==> src/rtl/pc_gen.sv <==
// Fetch program-counter unit for an RV32I front end: issues the fetch PC over a
// valid/ready handshake and absorbs stalls, branch/jump redirects and trap entries.
module pc_gen #(
  parameter int              XLEN         = 32,
  parameter logic [XLEN-1:0] RESET_VECTOR = '0,
  parameter int              PC_INC       = 4
) (
  input  logic            CLK,
  input  logic            RST,
  input  logic            STALL,
  input  logic            REDIRECT_VALID,
  input  logic [XLEN-1:0] REDIRECT_PC,
  input  logic            TRAP_VALID,
  input  logic [XLEN-1:0] TRAP_PC,
  input  logic            FETCH_READY,
  output logic            FETCH_VALID,
  output logic [XLEN-1:0] PC,
  output logic [XLEN-1:0] PC_PLUS,
  output logic            FETCH_STALE,
  output logic            MISALIGN
);

  localparam logic [1:0] ST_BOOT = 2'd0;
  localparam logic [1:0] ST_RUN  = 2'd1;
  localparam logic [1:0] ST_PEND = 2'd2;

  logic [1:0]      state_q, state_d;
  logic            fetch_valid_q, fetch_valid_d;
  logic [XLEN-1:0] pc_q, pc_d;
  logic [XLEN-1:0] pend_pc_q, pend_pc_d;

  logic            hs;
  logic            redir_any;
  logic [XLEN-1:0] redir_tgt;
  logic [XLEN-1:0] pc_plus;
  logic [XLEN-1:0] seq_tgt;

  // Bit 0 is never a legal fetch address bit; bit 1 survives so MISALIGN can flag it.
  function automatic logic [XLEN-1:0] align_tgt(input logic [XLEN-1:0] t);
    return {t[XLEN-1:1], 1'b0};
  endfunction

  assign hs        = fetch_valid_q & FETCH_READY;
  assign redir_any = TRAP_VALID | REDIRECT_VALID;
  assign redir_tgt = TRAP_VALID ? align_tgt(TRAP_PC) : align_tgt(REDIRECT_PC);
  assign pc_plus   = pc_q + XLEN'(PC_INC);
  assign seq_tgt   = (state_q == ST_PEND) ? pend_pc_q : pc_plus;

  always_comb begin
    state_d       = state_q;
    fetch_valid_d = fetch_valid_q;
    pc_d          = pc_q;
    pend_pc_d     = pend_pc_q;
    if (state_q == ST_BOOT) begin
      state_d       = ST_RUN;
      fetch_valid_d = ~STALL;
    end else if (hs) begin
      pc_d          = redir_any ? redir_tgt : seq_tgt;
      state_d       = ST_RUN;
      fetch_valid_d = ~STALL;
    end else if (fetch_valid_q) begin
      // Request still outstanding: PC must hold, so park the newest target.
      if (redir_any) begin
        pend_pc_d = redir_tgt;
        state_d   = ST_PEND;
      end
    end else begin
      if (redir_any) begin
        pc_d = redir_tgt;
      end
      fetch_valid_d = ~STALL;
    end
  end

  always_ff @(posedge CLK) begin
    if (!RST) begin
      state_q       <= ST_BOOT;
      fetch_valid_q <= 1'b0;
      pc_q          <= RESET_VECTOR;
    end else begin
      state_q       <= state_d;
      fetch_valid_q <= fetch_valid_d;
      pc_q          <= pc_d;
    end
  end

  // Pending target is qualified by state, so it needs no reset.
  always_ff @(posedge CLK) begin
    pend_pc_q <= pend_pc_d;
  end

  assign FETCH_VALID = fetch_valid_q;
  assign PC          = pc_q;
  assign PC_PLUS     = pc_plus;
  assign FETCH_STALE = (state_q == ST_PEND);
  assign MISALIGN    = (pc_q[1:0] != 2'b00);

endmodule

==> config.mk <==
export PLATFORM = sky130hd
export DESIGN_NAME = pc_gen
export DESIGN_NICKNAME = d
export VERILOG_FILES = /design/src/rtl/pc_gen.sv
export SDC_FILE = /design/constraint.sdc
export NUM_CORES = 1
export LEC_CHECK = 0
export CAP_MARGIN = 20
export CORE_ASPECT_RATIO = 0.8
export CORE_UTILIZATION = 48
export CTS_CLUSTER_DIAMETER = 60
export DETAILED_ROUTE_END_ITERATION = 10
export DONT_BUFFER_PORTS = 1
export PLACE_DENSITY = 0.75
export SYNTH_ARGS = -nofsm -noshare
export SYNTH_HDL_FRONTEND = slang
export SYNTH_SLANG_ARGS = --single-unit
export TNS_END_PERCENT = 1
==> constraint.sdc <==
create_clock -name CLK -period 3.15 [get_ports CLK]
set_input_delay 0.63 -clock CLK [delete_from_list [all_inputs] [get_ports CLK]]
set_output_delay 0.63 -clock CLK [all_outputs]
set_load 0.05 [all_outputs]
==> impl_results.md <==
* Required time of the critical path at 2.52 ns
* Primary FF master, synth: dfxtp_1
* GPL Wtd Cong at 0.904
* Slew headroom at 60.4%
* P&R area growth vs syn at 17.1%
* Commonest non-fill, non-tap cells in the layout: 62 x buf_4, 40 x a21oi_1, 36 x nand2_1
* Critical path peak fanout at 7
* Ant diodes at 0
* Worst Clk Skew at 0.00824 ns
* Synth top area share at 22.9%
* First-pass GRT wire length at 18700 um
* Vias post-DR at 3786
* Maximum number of pins on one net before global-route repair at 37
* CTS Buf Count at 9
* Vias in the first global route at 3575
* Pwr Total at about 2.5 mW
* CP peak stage delay at between 0.4 and 0.5 ns
* Sink Count at 65
* Final Slew Violations at 0
* Number of port buffers at 0
* Util after Layout at roughly 59%
* Routed vias/inst at between 6 and 7
* Outcome: finished clean
* Critical Setup Path Class: reg -> out
* Worst-path cell chain: ha_1 > nand3_1 > or3_4 > nor3_1 > xor2_1 > buf_4
* Switch Pwr at 896 uW
* Fmax at 341 MHz
* CP bufs+invs at 1
* Final period util at 93.2%
* Async SR Flop Fraction at 0%
* Minimum clock period at 2.94 ns
* P_int at 1.56 mW
* CP Capture Type: primary output
* CTS tree: built
* Clock share of power at 30.4%
* Seq/Total Area, Yosys at 39.7%
* Post-CTS Setup Bufs at 0
* GRT Util Overall at 26.9%
* Mean Syn Cell Area at slightly below 9 um2
* Site Rows at 29
* Maximum buffer depth of the clock tree at 2
* Layout Nets at 566
* First-pass iteration count of the detailed router at 6
* # IOs at 137
* Post-synth top area cell: edfxtp_1
* Commonest non-fill, non-tap cell in the layout: buf_4
* Initial Util at about half
* Flop pwr share at 39.9%
* Initial antenna violation count at 0
* Grt ovf at 0
* Post-synthesis register bit count at 65
* Synth area leaders: edfxtp_1 23%, dfxtp_1 17%, mux2_2 8.3%
* DR WL/cell at approximately 19 um
* Share of layout cells above drive strength 1 at 25.4%
* Worst-Skew Late Latency at 0.35 ns
* Starting DRT DRC Count at between 200 and 300
* Ys Warns at 0
* CTS H-tree lvls at 3
* Arrival time at the worst endpoint at 2.31 ns
* Full die area at 0.00884 mm2
* Fin. Hold Viols at 0
* Worst slew pin tran at 0.593 ns
* Switching Share at about 37%
* VDD IR-drop max at 0.256 mV
* RSZ-0062 raised after global routing: false
* Total Routed Length at roughly 12000 um
* Clk pin slew, worst setup/hold paths at 0.08 ns
* Die Span X at 105 um
* Synth cell types at 65
* Cells after synthesis at approximately 460
* Hold Path Class: in -> reg
* Startpoint types: register
* Synthesized cell area at 0.00406 mm2
* Final setup viols at 0
* MaxCap Viol Count at 0
* Post-DRT Antenna Nets at 0
* Core area at 0.00806 mm2
* Hold buffers post-CTS at 0
* Pwr dens at just over 500 mW/mm2
* P_leak at about 1.9 nW
* HPWL after DPL at 8020 um
* Resized cells post-CTS at 0
* CTS root buf: clkbuf_8
* Crit path max-delay family: simple AND/OR/NAND/NOR gates
* Die Y-Extent at 84.3 um
* Post-synth EDFFs at 31
* Gate power share at 29.6%
* CP max stage cell: or3_4
* # DRC at 0
==> worst paths after layout <==
path	cells after the start	end	slack [ns]	startpoint
max	6	PC_PLUS[26]	0.21	PC[2]
min	1	FETCH_VALID	0.37	STALL
max reg2reg	7	PC[26]	0.85	PC[2]
min reg2reg	2	PC[13]	0.54	pend_pc_q[13]
==> kinds of logic after synthesis <==
family	synth area share, %
AND/OR/NAND/NOR	21.6
AO/OA/AOI/OAI	17.8
flip-flops	39.7
buffers and inverters	5.33
multiplexers	10.0
XOR/XNOR	5.17
adder cells (fa/ha/maj)	0.308
other	0.0923
==> power by group through the flow <==
stage,sequential [mW],clock [mW],combinational [mW]
3_3_place_gp,0.995,0,0.708
6_report,0.980,0.747,0.727
5_1_grt,0.987,0.778,0.766
3_5_place_dp,0.998,0,0.719
4_1_cts,0.979,0.743,0.723
2_1_floorplan,1.15,0,0.391
==> per-layer routing <==
| layer | vias up | wire, um | global-route usage, % |
|---|---|---|---|
| met1 | 1798 | 4870 | 35.1 |
| met2 | 211 | 5480 | 43.5 |
| met3 | 17 | 1260 | 7.69 |
| met4 | 0 | 152 | 8.32 |
| met5 | - | 0 | 0 |
| li1 | 1760 | - | - |
==> synthesized netlist by cell type (2+ instances only) <==
library cell,count
o211a_1,2
nand4_1,7
xnor2_1,14
nor2_1,34
clkbuf_1,20
o211ai_1,7
dfxtp_1,34
a21oi_1,40
a31oi_1,10
and2_2,2
buf_4,4
edfxtp_1,31
inv_1,10
a21o_1,2
buf_2,9
nand2b_1,3
clkbuf_2,2
nor2b_1,2
o2111ai_1,4
a311oi_1,2
nor3_1,17
and4_1,5
a211o_1,2
a211oi_1,2
nand2_1,36
o21ai_0,31
mux2_2,30
or2_2,2
or3_1,8
mux2i_1,7
xor2_1,10
nand3_1,24
or4_1,2
nor3_2,2
a221o_1,2
o2bb2ai_1,2
and3_1,4
nor4_1,4
==> area by class of cell <==
cell class                 count  area, um2
tap                          108        135
clock buffer                  11        153
fill                         701       3300
sequential                    65       1610
timing repair buffer          64        505
inverter                      11       41.3
multi-input combinational    344       2260
clock inverter                 5       51.3
==> flip-flops by register name, summed over array words and instances (netlist names) <==
name,cells
PC,31
pend_pc_q,31
FETCH_VALID,1
state_q,2
==> worst reg2reg max path, cell delays in order, from the launching register on <==
cell and delay, ns:
dfxtp_1 0.37, ha_1 0.25, nand3_1 0.21, or3_4 0.45, nor3_1 0.28, xor2_1 0.11, buf_4 0.21, a221o_1 0.32
==> through the flow <==
stage	cell area (um2)	std cells	setup WS, ns	hold slack [ns]	setup TNS, ns
6_report	4760	608	0.213	0.368	0
4_1_cts	4750	608	0.0998	0.366	0
3_3_place_gp	4540	592	0.517	0.502	0
3_5_place_dp	4540	592	0.479	0.526	0
2_1_floorplan	4070	457	-0.182	0.493	-6.21
5_1_grt	4760	608	0.0776	0.359	0
Power figures use the tool's default switching activity.
